[config.mk]
export PLATFORM = sky130hd
export DESIGN_NAME = btn_reader
export DESIGN_NICKNAME = d
export VERILOG_FILES = /design/src/rtl/btn_pkg.sv /design/src/rtl/sync2.sv /design/src/rtl/btn_reader.sv
export SDC_FILE = /design/constraint.sdc
export NUM_CORES = 1
export LEC_CHECK = 0
export ABC_AREA = 1
export BUFFER_PORTS_ARGS = -buffer_cell sky130_fd_sc_hd__buf_2
export CAP_MARGIN = 20
export CORE_AREA = 2 2 115 117
export CTS_CLUSTER_DIAMETER = 120
export DETAILED_ROUTE_END_ITERATION = 10
export DIE_AREA = 0 0 117 119
export PLACE_DENSITY = 0.46
export SLEW_MARGIN = 5
export SYNTH_ARGS = -nofsm -noshare
export SYNTH_HDL_FRONTEND = slang
export SYNTH_SLANG_ARGS = --single-unit
[constraint.sdc]
create_clock -name clk_50m -period 2.7 [get_ports clk_50m]
set_input_delay 0 -clock clk_50m [delete_from_list [all_inputs] [get_ports clk_50m]]
set_output_delay 0 -clock clk_50m [all_outputs]
set_load 0.02 [all_outputs]
[src/rtl/btn_pkg.sv]
// Shared types and widths for the pushbutton reader and related input blocks.
package btn_pkg;

    localparam int unsigned DEBOUNCE_W = 24;
    localparam int unsigned LONG_W     = 27;
    localparam int unsigned CNT_W      = 8;

    typedef enum logic [1:0] {
        IDLE,
        PRESS_WAIT,
        PRESSED,
        RELEASE_WAIT
    } btn_state_t;

endpackage

[src/rtl/sync2.sv]
// Two-flop synchronizer for a single asynchronous input bit.
module sync2 #(
    parameter logic RST_VAL = 1'b0
) (
    input  logic clk,
    input  logic rst_n,
    input  logic d,
    output logic q
);

    logic meta;

    always_ff @(posedge clk or negedge rst_n) begin
        if (!rst_n) begin
            meta <= RST_VAL;
            q    <= RST_VAL;
        end else begin
            meta <= d;
            q    <= meta;
        end
    end

endmodule

[src/rtl/btn_reader.sv]
// Debounced pushbutton reader with press/release strobes and press counter.
// Long-press detection is built only when BTN_READER_LONG_PRESS_EN is defined.
import btn_pkg::*;

module btn_reader #(
    parameter int unsigned DEBOUNCE_CYCLES = 1000000,
    parameter int unsigned LONG_CYCLES     = 50000000
) (
    input  logic             clk_50m,
    input  logic             rst_n,
    input  logic             btn_n,
    output logic             btn_level,
    output logic             press_pulse,
    output logic             release_pulse,
    output logic             long_pulse,
    output logic [CNT_W-1:0] press_cnt
);

`ifdef BTN_READER_LONG_PRESS_EN
    localparam int unsigned SH_W = LONG_W;
    localparam logic [SH_W-1:0] LONG_LAST = SH_W'(LONG_CYCLES - 1);
`else
    localparam int unsigned SH_W = DEBOUNCE_W;
`endif
    localparam logic [SH_W-1:0]       DEB_LAST = SH_W'(DEBOUNCE_CYCLES - 1);
    localparam logic [DEBOUNCE_W-1:0] REL_LAST = DEBOUNCE_W'(DEBOUNCE_CYCLES - 1);

    btn_state_t            state;
    logic [SH_W-1:0]       cnt;
    logic [SH_W-1:0]       cnt_inc;
    logic [DEBOUNCE_W-1:0] rel_cnt;
    logic [DEBOUNCE_W-1:0] rel_inc;
    logic                  btn_s;
    logic                  pressed_s;

    sync2 #(.RST_VAL(1'b1)) u_sync (
        .clk   (clk_50m),
        .rst_n (rst_n),
        .d     (btn_n),
        .q     (btn_s)
    );

    assign pressed_s = ~btn_s;

    always_comb begin
        cnt_inc = cnt + SH_W'(1);
        rel_inc = rel_cnt + DEBOUNCE_W'(1);
    end

`ifdef BTN_READER_LONG_PRESS_EN
    logic long_done;
`else
    assign long_pulse = 1'b0;
`endif

    always_ff @(posedge clk_50m or negedge rst_n) begin
        if (!rst_n) begin
            state         <= IDLE;
            cnt           <= '0;
            rel_cnt       <= '0;
            btn_level     <= 1'b0;
            press_pulse   <= 1'b0;
            release_pulse <= 1'b0;
            press_cnt     <= '0;
`ifdef BTN_READER_LONG_PRESS_EN
            long_pulse    <= 1'b0;
            long_done     <= 1'b0;
`endif
        end else begin
            press_pulse   <= 1'b0;
            release_pulse <= 1'b0;
`ifdef BTN_READER_LONG_PRESS_EN
            long_pulse    <= 1'b0;
`endif
            case (state)
                IDLE: begin
                    if (pressed_s) begin
                        state <= PRESS_WAIT;
                        cnt   <= '0;
                    end
                end
                PRESS_WAIT: begin
                    if (!pressed_s) begin
                        state <= IDLE;
                    end else if (cnt_inc == DEB_LAST) begin
                        state       <= PRESSED;
                        cnt         <= '0;
                        btn_level   <= 1'b1;
                        press_pulse <= 1'b1;
                        press_cnt   <= press_cnt + CNT_W'(1);
`ifdef BTN_READER_LONG_PRESS_EN
                        long_done   <= 1'b0;
`endif
                    end else begin
                        cnt <= cnt_inc;
                    end
                end
                PRESSED: begin
`ifdef BTN_READER_LONG_PRESS_EN
                    // Fires the cycle after the count lands on the last value;
                    // long_done keeps a bounce back into PRESSED from refiring.
                    if (cnt != LONG_LAST) begin
                        cnt <= cnt_inc;
                    end else if (!long_done) begin
                        long_pulse <= 1'b1;
                        long_done  <= 1'b1;
                    end
`endif
                    if (!pressed_s) begin
                        state   <= RELEASE_WAIT;
                        rel_cnt <= '0;
                    end
                end
                RELEASE_WAIT: begin
                    if (pressed_s) begin
                        state <= PRESSED;
                    end else if (rel_inc == REL_LAST) begin
                        state         <= IDLE;
                        btn_level     <= 1'b0;
                        release_pulse <= 1'b1;
                    end else begin
                        rel_cnt <= rel_inc;
                    end
                end
                default: state <= IDLE;
            endcase
        end
    end

endmodule

=== Yosys cells after proc, flatten, opt, wreduce, memory -nomap -nowiden ===
Cells that the tools add are included.
Widths: inputs -> output; s select.

* $add $sub $neg: 3
* $mul: 0
* Divide/modulo/power cells: 0
* Magnitude comparators: 0
* Equal/unequal tests: 14
* Shift-type cells: 0
* Mux-type cells: 26
* Bitwise operators: 1
* Reduce and logical (&&, ||, !) cells: 9

{| class="wikitable"
|+ Operators with widths
! kind !! number
|-
| $mux 24 || 6
|-
| $pmux 24 s2 || 2
|-
| $add 24x1->24 const B || 2
|-
| $eq 24x20->1 const B || 2
|-
| $mux 2 || 6
|-
| $mux 1 || 10
|-
| $ne 2x2->1 const B || 5
|-
| $add 8x1->8 const B || 1
|-
| $pmux 2 s4 || 1
|-
| $reduce_and 4->1 || 2
|-
| $reduce_and 3->1 || 2
|-
| $reduce_bool 2->1 || 3
|-
| $reduce_and 5->1 || 1
|-
| $eq 2x2->1 const B || 2
|-
| $ne 2x1->1 const B || 2
|-
| $ne 3x2->1 const B || 1
|-
| $ne 3x3->1 const B || 1
|-
| $eq 2x1->1 const B || 1
|-
| $logic_not 2->1 || 1
|-
| $pmux 1 s2 || 1
|-
| $not 1->1 || 1
|}

* Register bits after elaboration: 63
* Latch bits: 0
* RAM bits: 0
* Bits in read-only memories: 0
* Bits of input ports: 3
* Output and inout bits: 12
* Logic and storage cells: 62
* Memories: 0

=== Longest topological paths before layout ===
* Depth in word-level cells: 5
* Depth in mapped cells: 17
* Depth with buffers taken out: 17

=== By module ===
Synthesis repeated with hierarchy kept, for this count alone.

* Cells, all modules: 632
* Area, all modules: 4249.1 um2

{| class="wikitable"
|+ Modules (own cells, without submodules)
! module !! instances !! cells an instance !! area an instance (um2) !! sequential area each (um2)
|-
| btn_reader || 1 || 630 || 4196.5 || 1526.5
|-
| sync2 || 1 || 2 || 52.6 || 52.6
|}

=== Worst setup path before layout ===
OpenSTA, ideal clock, no wires.

* Path kind: flip-flop to flip-flop
* Start: register cnt[1]
* End: register press_cnt[5]
* Setup time: 123 ps
* Arrival: 1956 ps
* Required time: 2577 ps
* Slack: 621 ps
* Stages on the path, launching flop included: 16
* Cell sequence: dfrtp_1 > ha_1 > nand2_1 > nor2_4 > nand2_1 > nor2_1 > nand2_1 > nand2_1 > nand2_1 > nor2_1 > nand2_1 > nor2_1 > nand4_1 > buf_2 > nand2_1 > o21ai_1

* Longest elaborated chain between the ends: 3

{| class="wikitable"
|+ RTL lines
! item !! RTL line !! text
|-
| start: declaration || btn_reader.sv:29 || <nowiki>logic [SH_W-1:0] cnt;</nowiki>
|-
| start signal: assignment || btn_reader.sv:95 || <nowiki>cnt <= cnt_inc;</nowiki>
|-
| $add 24x1->24 || btn_reader.sv:46 || <nowiki>cnt_inc = cnt + SH_W'(1);</nowiki>
|-
| $eq 24x20->1 || btn_reader.sv:85 || <nowiki>end else if (cnt_inc == DEB_LAST) begin</nowiki>
|-
| $reduce_and 3->1 (no line) || n/a ||
|-
| end signal: assignment || btn_reader.sv:90 || <nowiki>press_cnt <= press_cnt + CNT_W'(1);</nowiki>
|-
| end: declaration || btn_reader.sv:16 || <nowiki>output logic [CNT_W-1:0] press_cnt</nowiki>
|}

No other way between the ends.
A chain may end at the register's enable or synchronous reset.

=== Worst setup path in the final report ===
* Start: register cnt[1]
* End: register btn_level

* Longest elaborated chain between the ends: 4

{| class="wikitable"
|+ RTL lines
! item !! RTL line !! text
|-
| $add 24x1->24 || btn_reader.sv:46 ||
|-
| $eq 24x20->1 || btn_reader.sv:85 ||
|-
| $ne 2x2->1 (no line) || n/a ||
|-
| $reduce_and 5->1 (no line) || n/a ||
|-
| end signal: assignment || btn_reader.sv:61 || <nowiki>btn_level <= 1'b0;</nowiki>
|-
| end signal: assignment || btn_reader.sv:88 || <nowiki>btn_level <= 1'b1;</nowiki>
|-
| end signal: assignment || btn_reader.sv:119 || <nowiki>btn_level <= 1'b0;</nowiki>
|-
| end: declaration || btn_reader.sv:12 || <nowiki>output logic btn_level,</nowiki>
|}

No other way between the ends.

==> results.sh <==
export IMPL_max_slew_margin=0.374
export IMPL_antenna_found_initial=0
export IMPL_rows=42
export IMPL_synthesis_nets=683
export IMPL_tightest_slew_ns=0.937
export IMPL_finalCriticalPeriod_ns=2.48
export IMPL_end_kind="register"
export IMPL_synthXorXnorAreaFrac=0.0243
export IMPL_synth_edf_count=0
export IMPL_fin_crit_sh=0.920
export IMPL_die_h_um=119
export IMPL_critical_path_top_delay_family="simple AND/OR/NAND/NOR gates"
export IMPL_start_util=0.336
export IMPL_cts_sinks=63
export IMPL_rsz0062_at_grt="no"
export IMPL_coreArea_mm2=0.0129
export IMPL_synthesis_area_mm2=0.00433
export IMPL_grt_usage=0.188
export IMPL_grt_max_degree=41
export IMPL_cts_htree_levels=3
export IMPL_cpPeakStageDelay_ns=0.41
export IMPL_p_leak_nw=2.18
export IMPL_yosysSeqAreaShare=0.365
export IMPL_path_buf_inv=1
export IMPL_worstPathCellList="ha_1 > nand2_1 > nor2_4 > buf_4 > nand2_1 > nand2_1 > nand2_1 > nor2_1 > nand3b_1 > nor3_2 > nand2_1 > nand2_4 > nand3_1 > nand2_1 > nand2_1"
export IMPL_numCtsBuffers=9
export IMPL_routed_via_density=4.84
export IMPL_async_flop_share=1.00
export IMPL_power_density_mw_per_mm2=579
export IMPL_critical_path_class="register to register"
export IMPL_routabilityCongestion=0.860
export IMPL_cpMostUsedCell="nand2_1"
export IMPL_ys_types=30
export IMPL_die_w_um=117
export IMPL_ioPinCount=15
export IMPL_wl_mm=11.8
export IMPL_synthCells=675
export IMPL_p_total_mw=2.89
export IMPL_synth_main_ff_cell="dfrtp_1"
export IMPL_ys_warn_count=0
export IMPL_wl_per_cell_um=13.4
export IMPL_fmax_mhz=403
export IMPL_ys_top_cells_by_area="dfrtp_1 (35%), nand2_1 (21%), nand3_1 (8.9%)"
export IMPL_diodes=0
export IMPL_synth_simple_gate_area_frac=0.457
export IMPL_layout_drive_gt1_share=0.0916
export IMPL_clockBufferDepth=2
export IMPL_synth_mux_area_frac=0
export IMPL_drv_slew=0
export IMPL_crit_required_ns=2.92
export IMPL_vias=4232
export IMPL_cts_root_buf="clkbuf_16"
export IMPL_hold_viol_final=0
export IMPL_irDropWorstVdd_mv=0.327
export IMPL_netlist_top_cell_by_area="dfrtp_1"
export IMPL_filler_cell_count=1366
export IMPL_critPathLaunchType="register"
export IMPL_syn_area_per_cell_um2=6.41
export IMPL_grt_ovfl_total=0
export IMPL_drcViolationCount=0
export IMPL_io_buffers=13
export IMPL_synthAdderAreaFrac=0.0145
export IMPL_nets=702
export IMPL_hp_class="input pin to asynchronous set/reset pin"
export IMPL_hpwlAfterDp_mm=8.77
export IMPL_setup_viol=0
export IMPL_grt_pass1_wl_mm=20.5
export IMPL_finalSetupTns_ns=0
export IMPL_final_common_cell="nand2_1"
export IMPL_clock_latency_ns=0.34
export IMPL_status="finished clean"
export IMPL_setup_ws_ns=0.217
export IMPL_final_cell_mix="nand2_1 (242), nor2_1 (97), nand3_1 (77)"
export IMPL_first_iter_violations=213
export IMPL_die_area_mm2=0.0139
export IMPL_crit_path_top_delay_cell="dfrtp_2"
export IMPL_final_antenna_net_count=0
export IMPL_syn_to_final_growth_pct=15.4
export IMPL_synth_top_family_by_area="simple AND/OR/NAND/NOR gates"
export IMPL_dr_pass1_iters=7
export IMPL_synth_compound_area_frac=0.0601
export IMPL_grt_pass1_vias=4270
export IMPL_clock_skew_ns=0.00760
export IMPL_cts_tree="yes"
export IMPL_clk_pin_slew_ns=0.06
export IMPL_dp_slack_ns=-0.133
export IMPL_drv_cap=0
export IMPL_arrival_ns=2.70
export IMPL_yosysTopAreaCellShare=0.353
export IMPL_cp_max_fo=8
export IMPL_ys_seq_elements=63
-- where the power goes --
part           switching (mW)  internal, mW
combinational           0.404         0.118
sequential             0.0646         0.993
clock                   0.428         0.882
-- per-stage QoR --
stage               utilization  instance area, µm²  hold WS, ns  instances
floorplan                     -                4330       -0.296        675
CTS                       0.386                4970        0.295        874
global route              0.388                4990        0.306        875
global placement          0.358                4610        0.106        856
finish                    0.388                4990        0.288        875
detailed placement        0.358                4610        0.108        856
-- worst register-to-register path: stages, from the launching register on --
cell and delay, ns:
dfrtp_2 0.41, ha_1 0.22, nand2_1 0.13, nor2_4 0.22
buf_4 0.15, nand2_1 0.06, nand2_1 0.07, nand2_1 0.07
nor2_1 0.15, nand3b_1 0.11, nor3_2 0.24, nand2_1 0.13
nand2_4 0.15, nand3_1 0.12, nand2_1 0.08, nand2_1 0.04
-- synth_stat cells (5+ instances only) --
| master | instances |
|---|---|
| nand2_1 | 243 |
| nor2_1 | 99 |
| nand3_1 | 77 |
| inv_1 | 65 |
| dfrtp_1 | 61 |
| o21ai_0 | 15 |
| nand4_1 | 12 |
| o22ai_1 | 10 |
| clkbuf_1 | 9 |
| a21oi_1 | 8 |
| nand3b_1 | 7 |
| nor3_1 | 7 |
| o21bai_1 | 7 |
| nand2_2 | 6 |
| nor2_2 | 6 |
| o21ai_1 | 6 |
| xnor2_1 | 6 |
| xor2_1 | 6 |
| ha_1 | 5 |
-- worst paths after layout --
path	start	endpoint	slack [ns]	depth (start not counted)
setup reg to reg	cnt[1]	btn_level	0.22	15
setup / recovery	cnt[1]	btn_level	0.22	15
hold / removal	rst_n	rel_cnt[9]	0.29	2
min in group clk_50m	btn_n	u_sync.meta	0.31	2
hold reg to reg	u_sync.meta	u_sync.q	0.35	0
max in group asynchronous	rst_n	btn_level	1.75	3
-- logic make-up after synthesis --
family / count (synthesis)
buffers and inverters: 84
and+or+nand+nor: 464
adders and majority gates: 5
DFF: 63
AOI/OAI and AO/OA: 46
xor gates and xnor gates: 12
other: 1
-- metal layers --
| layer | wire [µm] | track usage |
|---|---|---|
| met1 | 5430 | 0.236 |
| met2 | 5760 | 0.316 |
| met3 | 351 | 0.0458 |
| met4 | 218 | 0.0544 |
| met5 | 0 | 0 |
-- registers in the layout, summed over array words and instances (netlist names), named ones only --
name,count
rel_cnt,24
press_pulse,1
cnt,24
release_pulse,1
btn_level,1
u_sync.meta,1
press_cnt,8
state,1
u_sync.q,1
-- what timing repair did --
item / 4_1_cts / 5_1_grt
pin swaps: 0 / 1
gates resized for setup: 2 / 5
setup buffers: 0 / 1
endpoints found under the setup margin: 1 / 17
hold endpoints to repair: 30 / 0
hold buffers: 2 / 0
cloned: 0 / 0
-- cell type report --
cell class / instances / area, µm² / area share
Inverter: 68 / 255 / 0.0511
Tap cell: 176 / 220 / 0.0441
Clock buffer: 13 / 270 / 0.0541
Timing Repair Buffer: 24 / 165 / 0.0331
Multi-Input combinational cell: 528 / 2440 / 0.488
Clock inverter: 3 / 65.1 / 0.0130
Sequential cell: 63 / 1580 / 0.316
Power figures use the tool's default switching activity.
